[src/rtl/serie_pkg.sv]
// serie_pkg: shared state encoding, width and direction constants for the serial shift sequencer
package serie_pkg;
  typedef enum logic [1:0] {IDLE, LOAD, UNLOAD} state_t;
  localparam int SERIE_NBITS = 4;
  localparam logic DIR_LEFT = 1'b1;
  localparam logic DIR_RIGHT = 1'b0;
endpackage

[src/rtl/serie_rr_arbiter.sv]
// serie_rr_arbiter: two-requester arbiter; round-robin when SERIE_ARB_RR_EN is defined, fixed priority to requester 0 otherwise
module serie_rr_arbiter (
  input  logic       Clk,
  input  logic       Rst,
  input  logic [1:0] i_req,
  input  logic       i_adv,
  output logic [1:0] o_gnt
);
  logic r_ptr;
  // Priority pointer (1 = requester 1 wins a tie), moved only when a grant is taken
  always_ff @(posedge Clk or negedge Rst)
    if (!Rst) r_ptr <= 1'b0;
`ifdef SERIE_ARB_RR_EN
    else if (i_adv) r_ptr <= o_gnt[0];
`else
    else if (i_adv) r_ptr <= 1'b0;
`endif
  // One-hot winner among the current requests, favouring the pointed-to requester
  always_comb
    o_gnt = ((r_ptr || !i_req[0]) && i_req[1]) ? 2'b10 : {1'b0, i_req[0]};
endmodule

[src/rtl/serie_shift_sequencer.sv]
// serie_shift_sequencer: arbitrated load/unload sequencer for the shared serial shift register (SERIE_ARB_RR_EN selects round-robin arbitration)
module serie_shift_sequencer
  import serie_pkg::*;
#(
  parameter int NBITS = SERIE_NBITS
) (
  input  logic             Clk,
  input  logic             Rst,
  input  logic [1:0]       Req,
  input  logic [1:0]       Dir,
  input  logic [NBITS-1:0] Word0,
  input  logic [NBITS-1:0] Word1,
  output logic [1:0]       Gnt,
  output logic             Busy,
  output logic             Done,
  output logic             Done_Id,
  output logic [NBITS-1:0] Result,
  output logic             Reg_Data_In,
  output logic             Reg_Ena,
  output logic             Reg_LeRi,
  input  logic             Reg_Data_Out
);
  localparam int CW = $clog2(NBITS);
  localparam logic [CW-1:0] LAST = CW'(NBITS - 1);
  state_t r_state, w_state_nxt;
  logic [CW-1:0] r_cnt, w_idx;
  logic [NBITS-1:0] r_shreg, r_acc, r_result, w_acc_nxt;
  logic [1:0] r_gnt, w_gnt;
  logic r_dir, r_id, r_busy, r_done, r_done_id, w_take, w_last;
  assign w_take = (r_state == IDLE) && |Req;
  serie_rr_arbiter u_arb (.Clk, .Rst, .i_req(Req), .i_adv(w_take), .o_gnt(w_gnt));
  // State register
  always_ff @(posedge Clk or negedge Rst)
    if (!Rst) r_state <= IDLE;
    else r_state <= w_state_nxt;
  // Next state and register controls, decoded from registered state and counter only
  always_comb begin
    w_idx = (r_dir == DIR_LEFT) ? LAST - r_cnt : r_cnt;
    w_last = r_cnt == LAST;
    w_acc_nxt = r_acc;
    w_acc_nxt[w_idx] = Reg_Data_Out;
    Reg_Ena = r_state != IDLE;
    Reg_LeRi = Reg_Ena && r_dir;
    Reg_Data_In = (r_state == LOAD) && r_shreg[w_idx];
    w_state_nxt = r_state;
    case (r_state)
      IDLE:    w_state_nxt = w_take ? LOAD : IDLE;
      LOAD:    w_state_nxt = w_last ? UNLOAD : LOAD;
      UNLOAD:  w_state_nxt = w_last ? IDLE : UNLOAD;
      default: w_state_nxt = IDLE;
    endcase
  end
  // Datapath: capture winner on grant, count shifts, rebuild the word, pulse Gnt/Done
  always_ff @(posedge Clk or negedge Rst)
    if (!Rst) begin
      r_cnt <= '0;
      r_shreg <= '0;
      r_acc <= '0;
      r_result <= '0;
      r_gnt <= 2'b00;
      r_dir <= 1'b0;
      r_id <= 1'b0;
      r_busy <= 1'b0;
      r_done <= 1'b0;
      r_done_id <= 1'b0;
    end else begin
      r_gnt <= w_take ? w_gnt : 2'b00;
      r_done <= (r_state == UNLOAD) && w_last;
      r_cnt <= (r_state == IDLE) ? '0 : r_cnt + 1'b1;
      if (w_take) begin
        r_shreg <= w_gnt[1] ? Word1 : Word0;
        r_dir <= Dir[w_gnt[1]];
        r_id <= w_gnt[1];
        r_busy <= 1'b1;
      end
      if (r_state == UNLOAD) r_acc <= w_acc_nxt;
      if (r_state == UNLOAD && w_last) begin
        r_result <= w_acc_nxt;
        r_done_id <= r_id;
        r_busy <= 1'b0;
      end
    end
  assign Gnt = r_gnt;
  assign Busy = r_busy;
  assign Done = r_done;
  assign Done_Id = r_done_id;
  assign Result = r_result;
endmodule

[config.mk]
export PLATFORM = sky130hd
export DESIGN_NAME = serie_shift_sequencer
export DESIGN_NICKNAME = d
export VERILOG_FILES = /design/src/rtl/serie_pkg.sv /design/src/rtl/serie_rr_arbiter.sv /design/src/rtl/serie_shift_sequencer.sv
export SDC_FILE = /design/constraint.sdc
export NUM_CORES = 1
export LEC_CHECK = 0
export BUFFER_PORTS_ARGS = -buffer_cell sky130_fd_sc_hd__buf_2
export CAP_MARGIN = 20
export CORE_ASPECT_RATIO = 0.7
export CORE_UTILIZATION = 40
export CTS_BUF_LIST = sky130_fd_sc_hd__clkbuf_16
export CTS_CLUSTER_SIZE = 30
export DETAILED_ROUTE_END_ITERATION = 6
export SLEW_MARGIN = 5
export SYNTH_ARGS = -nofsm -noshare
export SYNTH_HDL_FRONTEND = slang
export SYNTH_SLANG_ARGS = --single-unit
[constraint.sdc]
create_clock -name Clk -period 1.3 [get_ports Clk]
set_input_delay 0.13 -clock Clk [delete_from_list [all_inputs] [get_ports Clk]]
set_output_delay 0.13 -clock Clk [all_outputs]
set_load 0.05 [all_outputs]
==> summary.md <==
| Metric | Value |
|---|---|
| Crit path kind | `flip-flop to primary output` |
| Routed WL per cell | `15.39 um` |
| CORE AREA | `0.002590 mm^2` |
| Num CTS Buffers | `3` |
| DRT met1 WL | `1465 um` |
| Startpoint types | `flip-flop` |
| Drt first pass iters | `4` |
| Psw | `2.085 mW` |
| Fillers | `212` |
| Dpl cells | `178` |
| N_diodes | `0` |
| Seq/Total Area, Yosys | `49.84%` |
| Worst hold path type | `input port to flip-flop` |
| Area fraction of the dominant cell type after synthesis | `49.84%` |
| Asr flop ratio synth | `100.0%` |
| Post-synth cell types | `30` |
| Post-route setup slack | `-0.4178 ns` |
| Outcome | `complete, but fails checks` |
| DIE AREA | `0.003109 mm^2` |
| Critical path's largest stage delay | `0.55 ns` |
| DP Wirelength | `1952 um` |
| Post-Route Setup TNS | `-1.827 ns` |
| Worst Path Max Fanout | `2` |
| RSZ-0062 raised after global routing | `true` |
| IO Pins | `27` |
| Min-delay src | `Word0[1]` |
| Routability-driven placement congestion ratio | `0.7425` |
| Post-synth net total | `124` |
| Least-Margin Pin Slew | `0.5102 ns` |
| Yosys warning count | `0` |
| Clock Power Share | `13.8%` |
| Worst-path clk slew | `0.06 ns` |
| FMAX | `582.1 MHz` |
| CP arrival | `1.59 ns` |
| 1st-iter DRT viols | `60` |
| WHS Endpoint | `r_shreg[1]` |
| Max IR drop VDD | `1.107 mV` |
| FF-to-FF End | `Result[1]` |
| R2R cell count | `4` |
| Cells along the critical path | `mux4_2, mux2i_4, nor3b_4, buf_6` |
| Initial antenna violation count | `0` |
| Die span in y | `46.96 um` |
| Core Rows | `15` |
| WL met3 | `84 um` |
| Layout cell share with drive strength beyond 1 | `52.63%` |
| R2R Path Start | `r_dir` |
| Slowest stage cell, crit path | `mux4_2` |
| CP delay by family, top | `multiplexers` |
| Seq. cell area | `579.3 um^2` |
| Final wirelength | `2862 um` |
| P&R area growth vs syn | `43.88%` |
| Int Power | `2.757 mW` |
| Synth cell count leaders | `23 x dfrtp_1, 9 x nand2_1, 8 x o31ai_1` |
| Period utilization | `132.1%` |
| Vias | `981` |
| Starting Density | `44.59%` |
| Number of flops mapped to enable cells by yosys | `0` |
| H-tree lvl count | `1` |
| CTS root buffer | `clkbuf_16` |
| Vias in the first global route | `918` |
| Tmin final | `1.718 ns` |
| Most instantiated library cell after synthesis | `dfrtp_1` |
| Clk_lat worst skew | `0.26 ns` |
| DRT antenna net count | `0` |
| R2R Setup Slk | `-0.19 ns` |
| Critical Path End Type | `primary output` |
| Logic pwr share | `59.1%` |
| Power density over cell area | `2914 mW/mm^2` |
| Crit path required time | `1.17 ns` |
| Multi-input logic area | `630.6 um^2` |
| Failing checks | `negative setup slack` |
| Dominant synthesized flop cell | `dfrtp_1` |
| # DRC | `0` |
| Max transition margin | `65.98%` |
| Largest net degree at the start of global routing | `24` |
| Pleak | `0.7438 nW` |
| Fin cells | `186` |
| Switching share of power | `43.06%` |
| Pre-CTS WS | `-0.2976 ns` |
| Port Buffers | `26` |
| Vias/cell | `5.274` |
| Endpoints failing hold | `0` |
| Chip width | `66.22 um` |
| Top post-synthesis cells by area | `dfrtp_1 50%, o31ai_1 5.2%, mux4_1 4.6%` |
| Mean Syn Cell Area | `10.69 um^2` |
| Final net count | `169` |
| FF+latch count, synth | `23` |
| Mapped cell area | `0.001155 mm^2` |
| Sequential power share | `27.1%` |
| Met2 WL | `1301 um` |
| Hold Crit Depth | `3` |
| Buf/Inv on CP | `1` |
| Core Util, Final | `64.15%` |
| Post-synth top area cell | `dfrtp_1` |
| Max layer used | `met4` |
| GRT overflow | `0` |
| Final Skew | `0.006101 ns` |
| Bufs on Longest Clock Path | `2` |
| Final setup violation count | `11` |
| Post-Synthesis Cells | `108` |
| GRT Util Overall | `20.82%` |
| Slew Limit Fails | `0` |
| Clk sinks | `23` |
| TritonCTS clock tree | `done` |
| First-pass GRT wire length | `4609 um` |
| Reported max-cap violation count | `0` |
## per-layer routing
metal | vias up | global-route usage [%]
li1 | 485 | -
met1 | 478 | 30.40
met2 | 16 | 31.84
met3 | 2 | 6.068
met4 | 0 | 2.553
met5 | - | 0
## cell families (layout without fill, tap and decap cells)
group	count (synthesis)	after routing	synth area share, %
compound gates	31	31	17.01
fa+ha+maj	1	1	1.083
buf+inv	9	53	4.008
flops	23	23	49.84
mux	4	4	6.392
simple gates	40	40	21.67
## how the worst max path moves through the flow
stage                     cells after the start      from  slack, ns           to
after global routing                          4     r_dir      -0.47  Reg_Data_In
after floorplan                               4  r_cnt[1]      -0.24  Reg_Data_In
after detailed placement                      4     r_dir      -0.30  Reg_Data_In
final                                         4     r_dir      -0.42  Reg_Data_In
after global placement                        4     r_dir      -0.22  Reg_Data_In
after CTS                                     4     r_dir      -0.43  Reg_Data_In
## flip-flops by register name, summed over array words and instances, names as in the netlist, 2 cells and up
register / cells
Gnt: 2
Result: 4
r_acc: 4
r_cnt: 2
r_shreg: 4
r_state: 2
## layout by cell type (no fill, tap or decap), drive strengths merged, types with 3 or more instances in the layout
cell / synthesis / layout
o21ai: 6 / 6
a22oi: 5 / 5
buf: 5 / 46
a31oi: 5 / 5
clkbuf: 2 / 3
or3b: 3 / 3
o31ai: 8 / 8
dfrtp: 23 / 23
and3b: 4 / 4
a21oi: 6 / 6
nor2b: 5 / 5
nand3b: 5 / 5
nor2: 6 / 6
nand2: 9 / 9
## per-stage QoR
stage | instance area (um^2) | hold WS (ns) | total power [mW]
finish | 1662 | 0.1053 | 4.842
global route | 1662 | 0.1313 | 5.161
CTS | 1590 | 0.09968 | 4.683
detailed placement | 1435 | 0.1439 | 3.690
global placement | 1435 | 0.1286 | 3.603
floorplan | 1189 | -0.1656 | 3.064
## power groups by stage
stage	registers (mW)	clock network, mW	logic [mW]
after global placement	1.27	0	2.34
after global routing	1.35	0.711	3.10
after floorplan	1.51	0	1.55
final	1.31	0.670	2.86
after CTS	1.31	0.684	2.69
after detailed placement	1.30	0	2.39
## repair_timing
item,CTS,global route
pin swaps,3,1
buffers inserted,2,1
resized for setup,15,21
hold buffers,1,0
endpoints found under the setup margin,13,16
cloned,0,0
hold endpoints to repair,23,0
## worst register-to-register path, cell delays in order, from the launching register on
cell and delay (ns):
dfrtp_1 0.40, buf_4 0.19, or3b_1 0.37, and3b_1 0.22
o31ai_2 0.22
## final cells by class
type / count / share of cell area (%)
inverters: 2 / 0.7530
flip-flops and latches: 23 / 34.86
clock inverters: 1 / 0.3012
multi-input cells: 76 / 37.95
repair buffers: 47 / 19.05
clock buffers: 3 / 4.518
well taps: 34 / 2.560
Note: power is estimated with default switching activity, not from simulation.
